--- src/rtl/spi_regmap_pkg.sv ---
// Shared register-map constants for the SPI tuner register blocks: default addresses,
// command codes, ID version field and the per-channel header default values.
package spi_regmap_pkg;

  localparam logic [6:0] HDR_BASE_DEF  = 7'h10;
  localparam logic [6:0] RATE_BASE_DEF = 7'h20;
  localparam logic [6:0] CMD_ADDR_DEF  = 7'h30;
  localparam logic [6:0] ID_ADDR_DEF   = 7'h31;

  localparam logic [7:0] CMD_COMMIT = 8'hA5;
  localparam logic [7:0] CMD_REVERT = 8'h5A;

  localparam logic [1:0] ID_VERSION = 2'b00;

  // Rate byte selector width; counters are at most 4 bytes wide.
  localparam int unsigned SEL_W = 2;

  // Byte 0 = PLP ID (channel), byte 1 = stream source (channel + 2), rest zero.
  function automatic logic [7:0] hdr_default(input int unsigned idx,
                                             input int unsigned hdr_bytes);
    int unsigned ch;
    int unsigned pos;
    logic [7:0]  val;
    ch  = idx / hdr_bytes;
    pos = idx % hdr_bytes;
    val = 8'h00;
    if (pos == 0) val = ch[7:0];
    else if (pos == 1) val = ch[7:0] + 8'd2;
    return val;
  endfunction

endpackage

--- src/rtl/spi_rate_snap.sv ---
// One channel's byte-rate snapshot: captures the live word on a k=0 read so the
// remaining bytes of a multi-byte read come from the same sample.
module spi_rate_snap
  import spi_regmap_pkg::*;
#(
  parameter int unsigned RATE_BYTES = 4
) (
  input  logic                    CLK,
  input  logic                    RST,
  input  logic [RATE_BYTES*8-1:0] live_word,
  input  logic                    capture,
  input  logic [SEL_W-1:0]        byte_sel,
  output logic [7:0]              rd_byte
);

  localparam int unsigned RW = RATE_BYTES * 8;

  logic [RW-1:0] snap_q;

  always_ff @(posedge CLK or negedge RST) begin
    if (!RST) begin
      snap_q <= '0;
    end else if (capture) begin
      snap_q <= live_word;
    end
  end

  // k=0 is the MSB and always reads live; it is the byte that triggers the capture.
  always_comb begin
    rd_byte = 8'h00;
    for (int k = 0; k < int'(RATE_BYTES); k++) begin
      if (int'(byte_sel) == k) begin
        rd_byte = (k == 0) ? live_word[RW-1 -: 8] : snap_q[(int'(RATE_BYTES) - 1 - k) * 8 +: 8];
      end
    end
  end

endmodule

--- src/rtl/spi_regfile_mc.sv ---
// Multi-channel SPI register file: shadow/active stream header banks with commit/revert,
// plus byte-rate readback. Optional snapshot path enabled by SPI_RATE_SNAPSHOT_EN.
module spi_regfile_mc
  import spi_regmap_pkg::*;
#(
  parameter int unsigned N_CH       = 4,
  parameter int unsigned HDR_BYTES  = 4,
  parameter int unsigned RATE_BYTES = 4,
  parameter logic [6:0]  HDR_BASE   = HDR_BASE_DEF,
  parameter logic [6:0]  RATE_BASE  = RATE_BASE_DEF,
  parameter logic [6:0]  CMD_ADDR   = CMD_ADDR_DEF,
  parameter logic [6:0]  ID_ADDR    = ID_ADDR_DEF,
  localparam int unsigned N_HDR     = N_CH * HDR_BYTES,
  localparam int unsigned HA_W      = (N_HDR > 1) ? $clog2(N_HDR) : 1
) (
  input  logic                         CLK,
  input  logic                         RST,
  input  logic [6:0]                   SPI_ADDRESS,
  input  logic [7:0]                   SPI_DATA,
  input  logic                         SPI_ENA,
  input  logic                         SPI_RD,
  output logic [7:0]                   DATA_TO_MISO,
  input  logic [HA_W-1:0]              header_byte_addr,
  output logic [7:0]                   header_byte,
  output logic                         hdr_update,
  input  logic [N_CH*RATE_BYTES*8-1:0] byterate_bus
);

  localparam int unsigned RW       = RATE_BYTES * 8;
  localparam int unsigned CH_W     = (N_CH > 1) ? $clog2(N_CH) : 1;
  localparam int unsigned HdrFirst = int'(HDR_BASE);
  localparam int unsigned HdrLast  = HdrFirst + N_HDR - 1;
  localparam int unsigned RateFirst = int'(RATE_BASE);
  localparam int unsigned RateLast = RateFirst + N_CH * RATE_BYTES - 1;
  localparam int unsigned CmdA     = int'(CMD_ADDR);
  localparam int unsigned IdA      = int'(ID_ADDR);

  function automatic bit overlaps(int unsigned a0, int unsigned a1,
                                  int unsigned b0, int unsigned b1);
    return (a0 <= b1) && (b0 <= a1);
  endfunction

  localparam bit CfgBad =
      (N_CH < 1) || (N_CH > 8) || (RATE_BYTES < 1) || (RATE_BYTES > 4) ||
      (HDR_BYTES < 1) || (HDR_BYTES > 8) || ((HDR_BYTES & (HDR_BYTES - 1)) != 0) ||
      (HdrLast > 127) || (RateLast > 127) ||
      overlaps(HdrFirst, HdrLast, RateFirst, RateLast) ||
      overlaps(HdrFirst, HdrLast, CmdA, CmdA) || overlaps(RateFirst, RateLast, CmdA, CmdA) ||
      overlaps(HdrFirst, HdrLast, IdA, IdA) || overlaps(RateFirst, RateLast, IdA, IdA) ||
      (CmdA == IdA);

  if (CfgBad) begin : g_cfg_err
    $error("spi_regfile_mc: illegal parameters or overlapping address windows");
  end

  // Address decode
  int unsigned      addr_u, hdr_off, rate_off, rate_div, rate_mod;
  logic             in_hdr, in_rate;
  logic [HA_W-1:0]  hdr_idx;
  logic [CH_W-1:0]  rate_ch;
  logic [SEL_W-1:0] rate_k;

  always_comb begin
    addr_u   = int'(SPI_ADDRESS);
    in_hdr   = (addr_u >= HdrFirst) && (addr_u <= HdrLast);
    in_rate  = (addr_u >= RateFirst) && (addr_u <= RateLast);
    hdr_off  = addr_u - HdrFirst;
    rate_off = addr_u - RateFirst;
    rate_div = rate_off / RATE_BYTES;
    rate_mod = rate_off % RATE_BYTES;
    hdr_idx  = hdr_off[HA_W-1:0];
    rate_ch  = rate_div[CH_W-1:0];
    rate_k   = rate_mod[SEL_W-1:0];
  end

  // Header banks
  logic [7:0] shadow_q [N_HDR];
  logic [7:0] active_q [N_HDR];
  logic       hdr_update_q;

  always_ff @(posedge CLK or negedge RST) begin
    if (!RST) begin
      for (int i = 0; i < int'(N_HDR); i++) begin
        shadow_q[i] <= hdr_default(i, HDR_BYTES);
        active_q[i] <= hdr_default(i, HDR_BYTES);
      end
      hdr_update_q <= 1'b0;
    end else begin
      hdr_update_q <= 1'b0;
      if (SPI_ENA) begin
        if (in_hdr) begin
          shadow_q[hdr_idx] <= SPI_DATA;
        end else if (SPI_ADDRESS == CMD_ADDR) begin
          if (SPI_DATA == CMD_COMMIT) begin
            active_q     <= shadow_q;
            hdr_update_q <= 1'b1;
          end else if (SPI_DATA == CMD_REVERT) begin
            shadow_q <= active_q;
          end
        end
      end
    end
  end

  assign hdr_update = hdr_update_q;

  always_comb begin
    header_byte = 8'h00;
    if (int'(header_byte_addr) < N_HDR) header_byte = active_q[header_byte_addr];
  end

  // Rate readback
  logic [7:0] rate_byte;

`ifdef SPI_RATE_SNAPSHOT_EN
  localparam logic SnapBit = 1'b1;
  logic [7:0] snap_byte [N_CH];

  for (genvar c = 0; c < int'(N_CH); c++) begin : g_snap
    spi_rate_snap #(
      .RATE_BYTES (RATE_BYTES)
    ) u_snap (
      .CLK       (CLK),
      .RST       (RST),
      .live_word (byterate_bus[c*RW +: RW]),
      .capture   (SPI_RD && in_rate && (rate_ch == CH_W'(c)) && (rate_k == '0)),
      .byte_sel  (rate_k),
      .rd_byte   (snap_byte[c])
    );
  end

  always_comb begin
    rate_byte = 8'h00;
    for (int c = 0; c < int'(N_CH); c++) begin
      if (int'(rate_ch) == c) rate_byte = snap_byte[c];
    end
  end
`else
  localparam logic SnapBit = 1'b0;
  logic unused_spi_rd;
  assign unused_spi_rd = SPI_RD;

  always_comb begin
    rate_byte = 8'h00;
    for (int c = 0; c < int'(N_CH); c++) begin
      for (int k = 0; k < int'(RATE_BYTES); k++) begin
        if ((int'(rate_ch) == c) && (int'(rate_k) == k)) begin
          rate_byte = byterate_bus[c * int'(RW) + (int'(RATE_BYTES) - 1 - k) * 8 +: 8];
        end
      end
    end
  end
`endif

  logic [7:0] id_byte, rd_mux, miso_q;

  assign id_byte = {3'(N_CH - 1), 2'(RATE_BYTES - 1), ID_VERSION, SnapBit};

  always_comb begin
    rd_mux = 8'h00;
    if (in_rate) rd_mux = rate_byte;
    else if (in_hdr) rd_mux = shadow_q[hdr_idx];
    else if (SPI_ADDRESS == ID_ADDR) rd_mux = id_byte;
  end

  always_ff @(posedge CLK or negedge RST) begin
    if (!RST) miso_q <= 8'h00;
    else      miso_q <= rd_mux;
  end

  assign DATA_TO_MISO = miso_q;

endmodule

--- config.mk ---
export PLATFORM = sky130hd
export DESIGN_NAME = spi_regfile_mc
export DESIGN_NICKNAME = d
export VERILOG_FILES = /design/src/rtl/spi_regmap_pkg.sv /design/src/rtl/spi_rate_snap.sv /design/src/rtl/spi_regfile_mc.sv
export SDC_FILE = /design/constraint.sdc
export NUM_CORES = 1
export LEC_CHECK = 0
export CAP_MARGIN = 20
export CORE_AREA = 4 4 194 196
export CTS_CLUSTER_SIZE = 20
export DETAILED_ROUTE_END_ITERATION = 16
export DIE_AREA = 0 0 198 200
export GPL_TIMING_DRIVEN = 0
export PLACE_DENSITY_LB_ADDON = 0.05
export SYNTH_ARGS = -nofsm -noshare
export SYNTH_HDL_FRONTEND = slang
export SYNTH_SLANG_ARGS = --single-unit
--- constraint.sdc ---
create_clock -name CLK -period 2 [get_ports CLK]
set_input_delay 0.2 -clock CLK [delete_from_list [all_inputs] [get_ports CLK]]
set_output_delay 0.2 -clock CLK [all_outputs]
set_load 0.01 [all_outputs]
# Word-level counts from Yosys, hierarchy flattened
# Index checks and enable logic that the tools add are counted.
# word_totals
ff_bits	265
input_bits	151
output_inout_bits	17
word_cells	118
# op_classes
n_addsub	2
order_cmp	7
n_eq_ne	11
mux	36
bitwise_logic	3
reduce_logical	25
# ops
op	count
$mux 128	4
$mux 8	23
$bwmux 128	1
$bmux 8 s4	2
$demux 8 s4	1
$logic_and 1x1->1	19
$eq 7x6->1 const B	2
$ge 5x5->1 const B	2
$not 4->5	2
$eq 2x2->1 const B	4
$eq 8x7->1 const B	1
$eq 8x8->1 const B	1
$reduce_and 4->1	2
$sub 4x1->4 const B	2
$ge 7x5->1 const B	1
$ge 7x6->1 const B	1
$le 7x5->1 const B	1
$le 7x6->1 const B	1
$mux 7	1
$lt 5x1->1 const B	1
$eq 2x1->1 const B	2
$logic_not 2->1	2
$mux 1	4
$reduce_bool 2->1	2
other kinds (2)	2

# Longest topological paths before layout
# Gate-level depths: netlist of the first run.
# logic_depth
ltp_word	20
ltp_mapped	9
ltp_nobuf	5

# Worst setup path before layout of the first run
# No wires, ideal clock.
# synth_timing
kind	in2out
from	input port header_byte_addr[0]
to	output port header_byte[4]
arrival_ns	1.852
required_time_ns	1.800
path_slack_ns	-0.052
path_stages	4
path_buffers	2
cell_sequence	clkbuf_1 clkbuf_1 mux4_2 mux4_2
# synth_between
elab_chain_cells	4
# synth_rtl
element	line_no	text
from (decl)	spi_regfile_mc.sv:23	input logic [HA_W-1:0] header_byte_addr,
$not 4->5 (not written as such)	spi_regfile_mc.sv:109	if (int'(header_byte_addr) < N_HDR) header_byte = active_q[header_byte_addr];
$bmux 8 s4	spi_regfile_mc.sv:109	
$mux 8 (not written as such) (2 in a row)	spi_regfile_mc.sv:109	
to (decl)	spi_regfile_mc.sv:24	output logic [7:0] header_byte,
# No other way between the ends. The select of a mux whose other input is x is not followed.

# Worst setup path after layout of the first run
# layout_timing
from	register active_q[89] (netlist bit)
to	output port header_byte[1]
# layout_between
elab_chain_cells	3
# layout_rtl
element	line_no	text
from (decl)	spi_regfile_mc.sv:78	logic [7:0] active_q [N_HDR];
from (signal, indexed assignment)	spi_regfile_mc.sv:85	active_q[i] <= hdr_default(i, HDR_BYTES);
from (signal assigned)	spi_regfile_mc.sv:95	active_q <= shadow_q;
$bmux 8 s4	spi_regfile_mc.sv:109	
$mux 8 (not written as such) (2 in a row)	spi_regfile_mc.sv:109	
# No other way between the ends. The select of a mux whose other input is x is not followed.

==> flow_metrics.tcl, run 1 <==
set metrics [dict create \
    setup-violations-final 8 \
    final_max_slew_viol_count 0 \
    floorplan.core_area_mm2 0.0361 \
    violations_in_the_final_reports "setup timing" \
    drc 0 \
    power_report.internal_total_w 0.0102 \
    final_period_minus_worst_setup_slack_ns 2.42 \
    p_clk_share_pct 39.2 \
    grt_antenna_before_repair 0 \
    gpl.final_weighted_congestion 0.893 \
    synth_area_per_cell_um2 13.0 \
    grt_max_degree 107 \
    ant_nets 0 \
    clock_tree.htree_level_count 1 \
    postSynth.asyncResetShare_pct 100 \
    worst_skew_pair.late_latency_ns 0.57 \
    synth_adder_area_share_pct 0 \
    grt_setup_unrepaired "true" \
    top_level_ports 168 \
    comb_power_share_pct 16.7 \
    clock_tree_from_tritoncts "yes" \
    avgViaCountPerCell 6.49 \
    ir_worst_vdd_uv 717 \
    tritoncts_num_sinks 265 \
    setup_tns_ns -3.01 \
    power.switching_fraction_pct 27.2 \
    finalWirelength_mm 60.2 \
    avgRoutedWirePerCell_um 33.6 \
    die-width_um 198 \
    worst-endpoint-arrival_ns 2.22 \
    detailedRoute.firstPassIterationCount 5 \
    timing.slew.headroom_pct 23.4 \
    kind_of_start_point_of_the_critical_path "flop" \
    die_h_um 200 \
    n_antenna_cell 0 \
    cts_root_buf "sky130_fd_sc_hd__clkbuf_16" \
    synth_largest_area_cell "sky130_fd_sc_hd__dfrtp_1" \
    synth-compound-area-share_pct 20.0 \
    synth_enable_flop_cells 0 \
    combinational_family_with_the_most_area_after_synthesis "multiplexers" \
    most_repeated_cell_in_the_gate_level_netlist_after_synthesis "sky130_fd_sc_hd__dfrtp_1" \
    yosys-top-cells-count "sky130_fd_sc_hd__dfrtp_1 (245), sky130_fd_sc_hd__mux2_2 (120), sky130_fd_sc_hd__o22ai_1 (109)" \
    maxCapViolCount 0 \
    grt-ovfl-total 0 \
    switchingPower_w 0.00382 \
    pwr-share-seq_pct 44.1 \
    synth.area.top_cells "sky130_fd_sc_hd__dfrtp_1 (43%), sky130_fd_sc_hd__mux4_2 (14%), sky130_fd_sc_hd__mux2_2 (9.5%)" \
    synth_simple_gate_area_share_pct 3.93 \
    util_after_layout_pct 49.7 \
    vias 11600 \
    synth_warnings 0 \
    fillers 3211 \
    ratio_of_cells_with_drive_above_1_in_the_final_layout_pct 33.9 \
    timing.final.crit_share_pct 121 \
    rows 70 \
    nets 1455 \
    design.die.area_mm2 0.0396 \
    dr.first_iter.drc_count 1140 \
    grt_first_pass_wirelength_mm 86.0 \
    mapped_cells 1089 \
    flow.area_growth_from_synthesis_pct 26.5 \
    place.port_buffers 152 \
    floorplan.initialDensity_pct 39.3 \
    post-dp-hpwl_mm 42.7 \
    synth_xor_area_share_pct 0 \
    clk_transition_reported_paths_ns 0.06 \
    yosys.cell_types.count 59 \
    synth.mux.area_fraction_pct 25.4 \
    worst_hold_path_type "in2reg" \
    grt_usage_pct 29.8 \
    type_of_the_worst_setup_path "reg2out" \
    finalWorstSetupSlack_ns -0.418 \
    synth.ff_latch_count 265 \
    yosysTopAreaCellShare_pct 43.2 \
    timing.fmax_mhz 414 \
    number_of_hold_violations_in_the_final_report 0 \
    number_of_nets_in_the_synthesized_netlist 1240 \
    cellPowerDensity_mw_per_mm2 781 \
    max_slew.worst_pin.slew_ns 1.15 \
    syn-cell-area_mm2 0.0142 \
    synthFlopType "sky130_fd_sc_hd__dfrtp_1" \
    leakage_nw 7.50 \
    total_clock_buffers_created_by_cts 29 \
    synth.yosys.seq_area_share_pct 46.9 \
    outcome "complete, but fails checks" \
    required_ns 1.80 \
    clock_path_buffers 3 \
    finClkSkew_ns 0.0263 \
    grt_pass1_vias 11900 \
    worst-path-max-fanout 3 \
    worstSetupEndpointType "primary output" \
]
==> cells by family (layout without fill, tap and decap cells) <==
kind of cell / after synthesis / after routing
compound gates: 380 / 380
flops: 265 / 265
mux: 234 / 234
buf+inv: 112 / 349
simple gates: 98 / 98
==> layout by cell type (no fill, tap or decap), types with 7 or more instances in the layout <==
cell / n
sky130_fd_sc_hd__a21oi_1: 30
sky130_fd_sc_hd__a22oi_1: 35
sky130_fd_sc_hd__a2bb2oi_1: 99
sky130_fd_sc_hd__a31oi_1: 10
sky130_fd_sc_hd__buf_12: 7
sky130_fd_sc_hd__buf_2: 28
sky130_fd_sc_hd__buf_4: 37
sky130_fd_sc_hd__buf_6: 17
sky130_fd_sc_hd__clkbuf_1: 30
sky130_fd_sc_hd__clkbuf_16: 29
sky130_fd_sc_hd__clkbuf_2: 20
sky130_fd_sc_hd__clkbuf_8: 8
sky130_fd_sc_hd__clkdlybuf4s50_1: 139
sky130_fd_sc_hd__clkinv_2: 7
sky130_fd_sc_hd__dfrtp_1: 245
sky130_fd_sc_hd__dfstp_2: 20
sky130_fd_sc_hd__mux2_1: 14
sky130_fd_sc_hd__mux2_2: 120
sky130_fd_sc_hd__mux2i_1: 10
sky130_fd_sc_hd__mux4_2: 87
sky130_fd_sc_hd__nand2_1: 18
sky130_fd_sc_hd__nand2b_1: 7
sky130_fd_sc_hd__nand3_1: 7
sky130_fd_sc_hd__nor2_1: 7
sky130_fd_sc_hd__nor4_1: 7
sky130_fd_sc_hd__o21ai_0: 16
sky130_fd_sc_hd__o22ai_1: 109
sky130_fd_sc_hd__o2bb2ai_1: 32
==> per-stage QoR <==
stage / instance area, um^2 / worst slack (ns) / instances / hold WS [ns] / total power, W
global placement: 16300 / -11.31 / 1709 / 0.485 / 0.00846
finish: 17900 / -0.418 / 1794 / 0.0955 / 0.0140
floorplan: 14200 / 0.00797 / 1089 / -0.0956 / 0.00736
CTS: 17800 / -0.433 / 1790 / 0.0766 / 0.0141
detailed placement: 16400 / -1.39 / 1713 / 0.168 / 0.00849
global route: 17900 / -0.439 / 1794 / 0.130 / 0.0145
==> power groups by stage <==
| stage | combinational [W] | sequential [W] | clock (W) |
|---|---|---|---|
| final | 0.00234 | 0.00618 | 0.00549 |
| after detailed placement | 0.00223 | 0.00626 | 0 |
| after global placement | 0.00220 | 0.00626 | 0 |
| after floorplan | 0.00123 | 0.00613 | 0 |
| after global routing | 0.00246 | 0.00623 | 0.00580 |
| after CTS | 0.00232 | 0.00616 | 0.00557 |
==> worst paths after layout <==
check	start	endpoint	slack, ns	depth (start not counted)
worst min register to register	shadow_q[80]	shadow_q[80]	0.50	1
worst max-delay path	active_q[89]	header_byte[1]	-0.42	3
worst max register to register	shadow_q[2]	DATA_TO_MISO[2]	0.05	5
worst min-delay path	SPI_DATA[3]	shadow_q[3]	0.1	3
min in group asynchronous	RST	DATA_TO_MISO[0]	0.19	2
max in group asynchronous	RST	active_q[4]	0.86	3
==> critical path: stages, from the launching register on <==
cell,delay (ns)
sky130_fd_sc_hd__dfrtp_1,0.40
sky130_fd_sc_hd__mux4_2,0.59
sky130_fd_sc_hd__mux4_2,0.54
sky130_fd_sc_hd__buf_6,0.15
==> repair_timing <==
item / 4_1_cts / 5_1_grt
gates resized for setup: 133 / 36
gates cloned: 0 / 0
setup buffers: 23 / 5
hold buffers: 1 / 0
hold endpoints to repair: 60 / 0
setup endpoints to repair: 273 / 181
pin swaps: 2 / 2
==> routing by layer <==
layer,track usage (%),part of all wire (%),vias to the layer above
li1,-,-,4862
met1,40.4,41,6071
met2,48.4,47,606
met3,6.45,8.8,106
met4,9.69,3.5,0
met5,0,0,-
==> final cells by class <==
| cell class | instances | area, um^2 | area share (%) |
|---|---|---|---|
| Multi-Input combinational cell | 712 | 7190 | 40.0 |
| Sequential cell | 265 | 6660 | 37.1 |
| Timing Repair Buffer | 185 | 1900 | 10.6 |
| Clock buffer | 42 | 855 | 4.76 |
| Buffer | 107 | 644 | 3.59 |
| Tap cell | 468 | 586 | 3.26 |
| Clock inverter | 11 | 110 | 0.613 |
| Inverter | 4 | 15.0 | 0.0837 |
==> sequential cells by signal, summed over array words and instances, names as in the netlist <==
| name | cells |
|---|---|
| DATA_TO_MISO | 8 |
| active_q | 128 |
| hdr_update | 1 |
| shadow_q | 128 |
(Power assumes the default switching activity.)
==> run 2, diff against run 1 <==
Settings changed: ABC_AREA from default to 1, CORE_AREA 4 4 194 196 to 4 4 195 197, CTS_BUF_LIST from default to sky130_fd_sc_hd__clkbuf_8 sky130_fd_sc_hd__clkbuf_16, DIE_AREA 0 0 198 200 to 0 0 199 201, DONT_BUFFER_PORTS from default to 1.
==> run 2 against run 1 <==
The flow finishes with violations (hold timing, setup timing). Combinational power decreased by 33%. Clock skew fell by 0.0062 ns. Non-clock buffer count is 141 lower. Final cell count rose by 39%. Power down 5.2%. Design area is 6.5% lower. Largest cell class is now sequential cells. Highest routed layer unchanged.
==> flow_metrics.tcl, run 2 <==
set metrics [dict create \
    synth.yosys.seq_area_share_pct 46.3 \
    final_cell_mix "sky130_fd_sc_hd__nand2_1 (485), sky130_fd_sc_hd__o21ai_0 (312), sky130_fd_sc_hd__inv_1 (252), sky130_fd_sc_hd__dfrtp_1 (245), sky130_fd_sc_hd__o22ai_1 (122)" \
    cts_root_buf "sky130_fd_sc_hd__clkbuf_16" \
    finalWirelength_mm 70.7 \
    synth_warnings 0 \
    crit_path_top_delay_cell "sky130_fd_sc_hd__o21ai_1" \
    ant_nets 0 \
    finalWorstSetupSlack_ns -0.191 \
    worst_path_largest_cell_delay_ns 0.51 \
    gr-usage-met3_pct 6.78 \
    n_antenna_cell 0 \
    setup.worst_path.start "SPI_ADDRESS[1]" \
    timing.final.crit_share_pct 110 \
    grt-ovfl-total 0 \
    post-dp-hpwl_mm 49.8 \
    tritoncts_num_sinks 265 \
    most_repeated_cell_in_the_gate_level_netlist_after_synthesis "sky130_fd_sc_hd__nand2_1" \
    kind_of_start_point_of_the_critical_path "input pin" \
    place.port_buffers 0 \
    violations_in_the_final_reports "hold timing, setup timing" \
    clock_path_buffers 3 \
    timing.fmax_mhz 456 \
    fillers 3780 \
    final_common_cell "sky130_fd_sc_hd__nand2_1" \
    cellPowerDensity_mw_per_mm2 791 \
    worst-endpoint-arrival_ns 2.59 \
    die-width_um 199 \
    finClkSkew_ns 0.0201 \
    avgViaCountPerCell 5.96 \
    worst_hold_path_type "in2async" \
    max_slew.worst_pin.slew_ns 1.16 \
    drc 0 \
    met2_usage_pct 51.8 \
    crit-reg2reg-launch "shadow_q[113]" \
    avgRoutedWirePerCell_um 28.2 \
    outcome "complete, but fails checks" \
    vias 14900 \
    crit_path_cell_trace "inv_2, nand2_2, clkbuf_2, clkbuf_2, o22ai_1, o21ai_1, nand4_1, a21oi_1, nor2_1" \
    clk_transition_reported_paths_ns 0.06 \
    cell_area_after_placement_mm2 0.0150 \
    final_worst_hold_slack_ns -0.617 \
    util_after_layout_pct 46.3 \
    number_of_placed_cells_counting_well_taps 2409 \
    grt_use_met1_pct 47.5 \
    synth.area.top_cells "sky130_fd_sc_hd__dfrtp_1 (43%), sky130_fd_sc_hd__nand2_1 (13%), sky130_fd_sc_hd__o21ai_0 (12%)" \
    ratio_of_cells_with_drive_above_1_in_the_final_layout_pct 11.5 \
    mapped_cells 1938 \
    final_design_area_no_fill_mm2 0.0168 \
    syn-cell-area_mm2 0.0144 \
    synth_enable_flop_cells 0 \
    synth.ff_latch_count 265 \
    critical_path.top_delay_family "buffers and inverters" \
    ctsHoldBuffers 28 \
    total_clock_buffers_created_by_cts 34 \
    leakage_nw 6.93 \
    ir_worst_vdd_uv 663 \
    final_period_minus_worst_setup_slack_ns 2.19 \
    yosys-top-cells-count "sky130_fd_sc_hd__nand2_1 (492), sky130_fd_sc_hd__o21ai_0 (336), sky130_fd_sc_hd__inv_1 (251)" \
    worstSetupEndpointType "flop" \
    final_max_slew_viol_count 0 \
    gpl.final_weighted_congestion 0.973 \
    multi_input_comb_area_mm2 0.00654 \
    grt_usage_pct 34.5 \
    top_level_ports 168 \
    synthFlopType "sky130_fd_sc_hd__dfrtp_1" \
    grt_antenna_before_repair 0 \
    grt_pass1_vias 14400 \
    clock_tree_from_tritoncts "yes" \
    floorplan.initialDensity_pct 39.6 \
    yosys.cell_types.count 31 \
    yosysTopAreaCellShare_pct 42.7 \
    rows 70 \
    setup-violations-final 21 \
    clock_tree.htree_level_count 2 \
    number_of_nets_in_the_synthesized_netlist 2089 \
    timing.slew.headroom_pct 22.7 \
    critical_path.n_buffers_inverters 3 \
    grt_max_degree 266 \
    worst_skew_pair.late_latency_ns 0.54 \
    type_of_the_worst_setup_path "in2reg" \
    maxCapViolCount 0 \
    synth_area_per_cell_um2 7.42 \
    design.die.area_mm2 0.0400 \
    setup_tns_ns -0.947 \
    floorplan.core_area_mm2 0.0363 \
    flow.area_growth_from_synthesis_pct 16.8 \
    top_usage_layer "met2" \
    synth_largest_area_cell "sky130_fd_sc_hd__dfrtp_1" \
    path_common_cell "sky130_fd_sc_hd__clkbuf_2" \
    dr.first_iter.drc_count 1946 \
    post_layout_nonfiller_instances 2501 \
    nets 2160 \
    ff_latch_area_mm2 0.00666 \
    grt_setup_unrepaired "true" \
    grt_first_pass_wirelength_mm 101 \
    detailedRoute.firstPassIterationCount 6 \
    required_ns 2.40 \
    number_of_hold_violations_in_the_final_report 265 \
    postSynth.asyncResetShare_pct 100 \
    die_h_um 201 \
    worst-path-max-fanout 10 \
]
run 2: cell count changes after synthesis, sizes merged, moves of 36 or more:
| cell | before | now |
|---|---|---|
| nand2 | 26 | 493 |
| o21ai | 20 | 417 |
| inv | 4 | 254 |
| mux2 | 134 | 0 |
| a2bb2oi | 99 | 0 |
| mux4 | 87 | 0 |
| nor2 | 18 | 87 |
| a21oi | 37 | 92 |
| nand4 | 0 | 36 |
run 2: through the flow:
| step | total power (W) | hold WS (ns) | setup WS [ns] |
|---|---|---|---|
| after floorplan | 0.00654 | -0.0956 | 0.237 |
| final | 0.0133 | -0.617 | -0.191 |
| after global routing | 0.0136 | -0.639 | -0.0975 |
| after detailed placement | 0.00717 | -0.0792 | -1.38 |
| after CTS | 0.0132 | -0.638 | -0.0358 |
| after global placement | 0.00715 | -0.0787 | -1.40 |
run 2: per-layer routing:
metal | wire [um] | up-vias
li1 | - | 6579
met1 | 28600 | 7261
met2 | 31200 | 875
met3 | 6660 | 203
met4 | 4150 | 0
met5 | 0 | -
run 2: area by class of cell:
type	instances	area share (%)
Buffer	116	3.62
Clock buffer	41	5.71
Clock inverter	19	0.649
Inverter	254	5.77
Multi-Input combinational cell	1303	38.9
Sequential cell	265	39.7
Tap cell	468	3.49
Timing Repair Buffer	35	2.16
run 2: report_power, final:
group | internal, W | leakage (nW) | switching (W) | total (W)
sequential | 0.00560 | 3.60 | 0.000102 | 0.00570
combinational | 0.000416 | 2.76 | 0.00116 | 0.00157
clock | 0.00351 | 0.577 | 0.00249 | 0.00601
total | 0.00953 | 6.93 | 0.00375 | 0.0133
run 2: cells by family after synthesis:
family,synth area share (%)
buffers and inverters,10.2
DFF,46.3
and+or+nand+nor,18.2
AOI/OAI and AO/OA,25.2
run 2: worst paths after layout:
kind	to	slack, ns	cells after the start
worst max-delay path	DATA_TO_MISO[6]	-0.19	9
worst min-delay path	active_q[101]	-0.62	0
worst max register to register	DATA_TO_MISO[1]	0.08	6
worst min register to register	active_q[2]	0.48	2
max in group asynchronous	active_q[50]	2.32	0
min in group CLK	DATA_TO_MISO[6]	0.02	4
run 2: repair_timing:
action	in CTS	in global routing
pin swaps	7	18
resized for setup	97	85
setup endpoints to repair	232	155
hold endpoints to repair	274	265
setup buffers	0	3
gates cloned	0	0
==> run 3, diff against run 2 <==
Settings changed: CORE_AREA 4 4 195 197 to 4 4 167 169, DIE_AREA 0 0 199 201 to 0 0 171 173.
==> run 3 against run 2 <==
The flow still finishes with violations (hold timing, setup timing). Global-route usage rose by 7.3 points. Sequential cell count stayed put. Utilization is 15 points higher. Final cell count fell by 5.3%. Routed wire length decreased by 9.9%.
==> flow_metrics.tcl, run 3 (synthesized netlist as in run 2, its figures left out) <==
set metrics [dict create \
    die-width_um 171 \
    avgRoutedWirePerCell_um 26.9 \
    clk_transition_reported_paths_ns 0.06 \
    crit_path_top_delay_cell "sky130_fd_sc_hd__dfrtp_1" \
    clock_tree_from_tritoncts "yes" \
    detailedRoute.firstPassIterationCount 6 \
    vias 15300 \
    post-dp-hpwl_mm 44.7 \
    flow.area_growth_from_synthesis_pct 14.2 \
    clock_tree.htree_level_count 1 \
    cellPowerDensity_mw_per_mm2 772 \
    met2_usage_pct 58.6 \
    design.die.area_mm2 0.0296 \
    gr-usage-met3_pct 12.9 \
    top_usage_layer "met2" \
    setup-violations-final 8 \
    place_worst_setup_slack_ns -1.23 \
    violations_in_the_final_reports "hold timing, setup timing" \
    final_period_minus_worst_setup_slack_ns 2.10 \
    worst_path_largest_cell_delay_ns 0.39 \
    ratio_of_cells_with_drive_above_1_in_the_final_layout_pct 9.52 \
    dr.first_iter.drc_count 2753 \
    top_level_ports 168 \
    ctsHoldBuffers 34 \
    worst_skew_pair.late_latency_ns 0.56 \
    kind_of_start_point_of_the_critical_path "flop" \
    finalWirelength_mm 63.7 \
    drc 0 \
    finalWorstSetupSlack_ns -0.101 \
    r2r_setup_slack_ns 0.03 \
    grt_max_degree 266 \
    grt_pass1_vias 14400 \
    max_slew.worst_pin.slew_ns 1.12 \
    timing.final.crit_share_pct 105 \
    clock_path_buffers 3 \
    required_ns 1.80 \
    tritoncts_num_sinks 265 \
    worst-path-max-fanout 3 \
    type_of_the_worst_setup_path "reg2out" \
    die_h_um 173 \
    final_max_slew_viol_count 0 \
    timing.slew.headroom_pct 25.1 \
    outcome "complete, but fails checks" \
    grt_antenna_before_repair 1 \
    fillers 2445 \
    grt-ovfl-total 0 \
    number_of_hold_violations_in_the_final_report 265 \
    gpl.final_weighted_congestion 1.06 \
    total_clock_buffers_created_by_cts 29 \
    nets 2156 \
    cts_root_buf "sky130_fd_sc_hd__clkbuf_16" \
    worst_hold_path_type "in2async" \
    final_common_cell "sky130_fd_sc_hd__nand2_1" \
    avgViaCountPerCell 6.44 \
    grt_first_pass_wirelength_mm 92.1 \
    finClkSkew_ns 0.00943 \
    multi_input_comb_area_mm2 0.00648 \
    crit_path_cell_trace "o21ai_0, nand2_1, o22ai_4, o21ai_2" \
    ir_worst_vdd_uv 779 \
    place.port_buffers 0 \
    final_cell_mix "sky130_fd_sc_hd__nand2_1 (486), sky130_fd_sc_hd__o21ai_0 (313), sky130_fd_sc_hd__inv_1 (253), sky130_fd_sc_hd__dfrtp_1 (245), sky130_fd_sc_hd__o22ai_1 (122)" \
    n_antenna_cell 0 \
    setup_tns_ns -0.249 \
    grt_use_met1_pct 55.6 \
    timing.fmax_mhz 476 \
    floorplan.core_area_mm2 0.0266 \
    ff_latch_area_mm2 0.00666 \
    leakage_nw 6.84 \
    maxCapViolCount 0 \
    worstSetupEndpointType "primary output" \
    final_worst_hold_slack_ns -0.662 \
    worst-endpoint-arrival_ns 1.90 \
    grt_usage_pct 41.7 \
    rows 60 \
    floorplan.initialDensity_pct 54.1 \
    grt_setup_unrepaired "true" \
    ant_nets 0 \
]
run 3: cell types whose count changed in the layout (fill, tap and decap cells not counted), sizes merged:
cell           change
bufinv             +1
clkinvlp           -3
dlygate4sd3        +6
clkdlybuf4s15      -1
buf                -6
clkbuf             -2
clkinv             -1
inv                +1
run 3: path summary, 6_finish.rpt:
path,endpoint,cells past startpoint,start
max,header_byte[5],4,active_q[125]
min,active_q[100],0,RST
max reg2reg,DATA_TO_MISO[1],6,shadow_q[113]
min reg2reg,active_q[13],2,active_q[13]
max in group asynchronous,shadow_q[18],0,RST
min in group CLK,DATA_TO_MISO[2],6,byterate_bus[122]
run 3: stage by stage:
step                      total power, W  hold WS [ns]  util (%)  cells  cell area [um^2]
after floorplan                  0.00654       -0.0956         -   1938             14400
after global placement           0.00707       -0.0900      55.7   2279             14800
after detailed placement         0.00708       -0.0887      55.7   2279             14800
after CTS                         0.0125        -0.670      61.1   2367             16200
after global routing              0.0130        -0.672      61.8   2369             16400
final                             0.0127        -0.662      61.8   2369             16400
run 3: per-layer routing:
metal  wire, um  vias up
li1           -     6568
met1      23200     7192
met2      26500     1168
met3       8630      325
met4       5320        4
met5         26        -
run 3: final cells by class:
class                           count  share of cell area, %
Inverter                          254                   5.81
Clock buffer                       37                   5.09
Timing Repair Buffer               36                   2.19
Tap cell                          341                   2.60
Clock inverter                     17                  0.793
Sequential cell                   265                   40.6
Buffer                            116                   3.47
Multi-Input combinational cell   1303                   39.5
run 3: what timing repair did:
action | 4_1_cts | 5_1_grt
gates resized for setup | 52 | 79
pin swaps | 6 | 14
setup endpoints to repair | 20 | 154
hold endpoints to repair | 274 | 265
setup buffers | 0 | 1
run 3: report_power, final:
group          internal [W]  total [W]  switching, W
sequential          0.00560    0.00570      0.000105
combinational      0.000407    0.00151       0.00110
clock               0.00318    0.00546       0.00229
total               0.00918     0.0127       0.00349
run 3: critical path: cells and delay by family, from the launching register on:
family           cells  cell delay [ns]
AND/OR/NAND/NOR      1             0.17
AO/OA/AOI/OAI        3             0.78
flip-flops           1             0.39
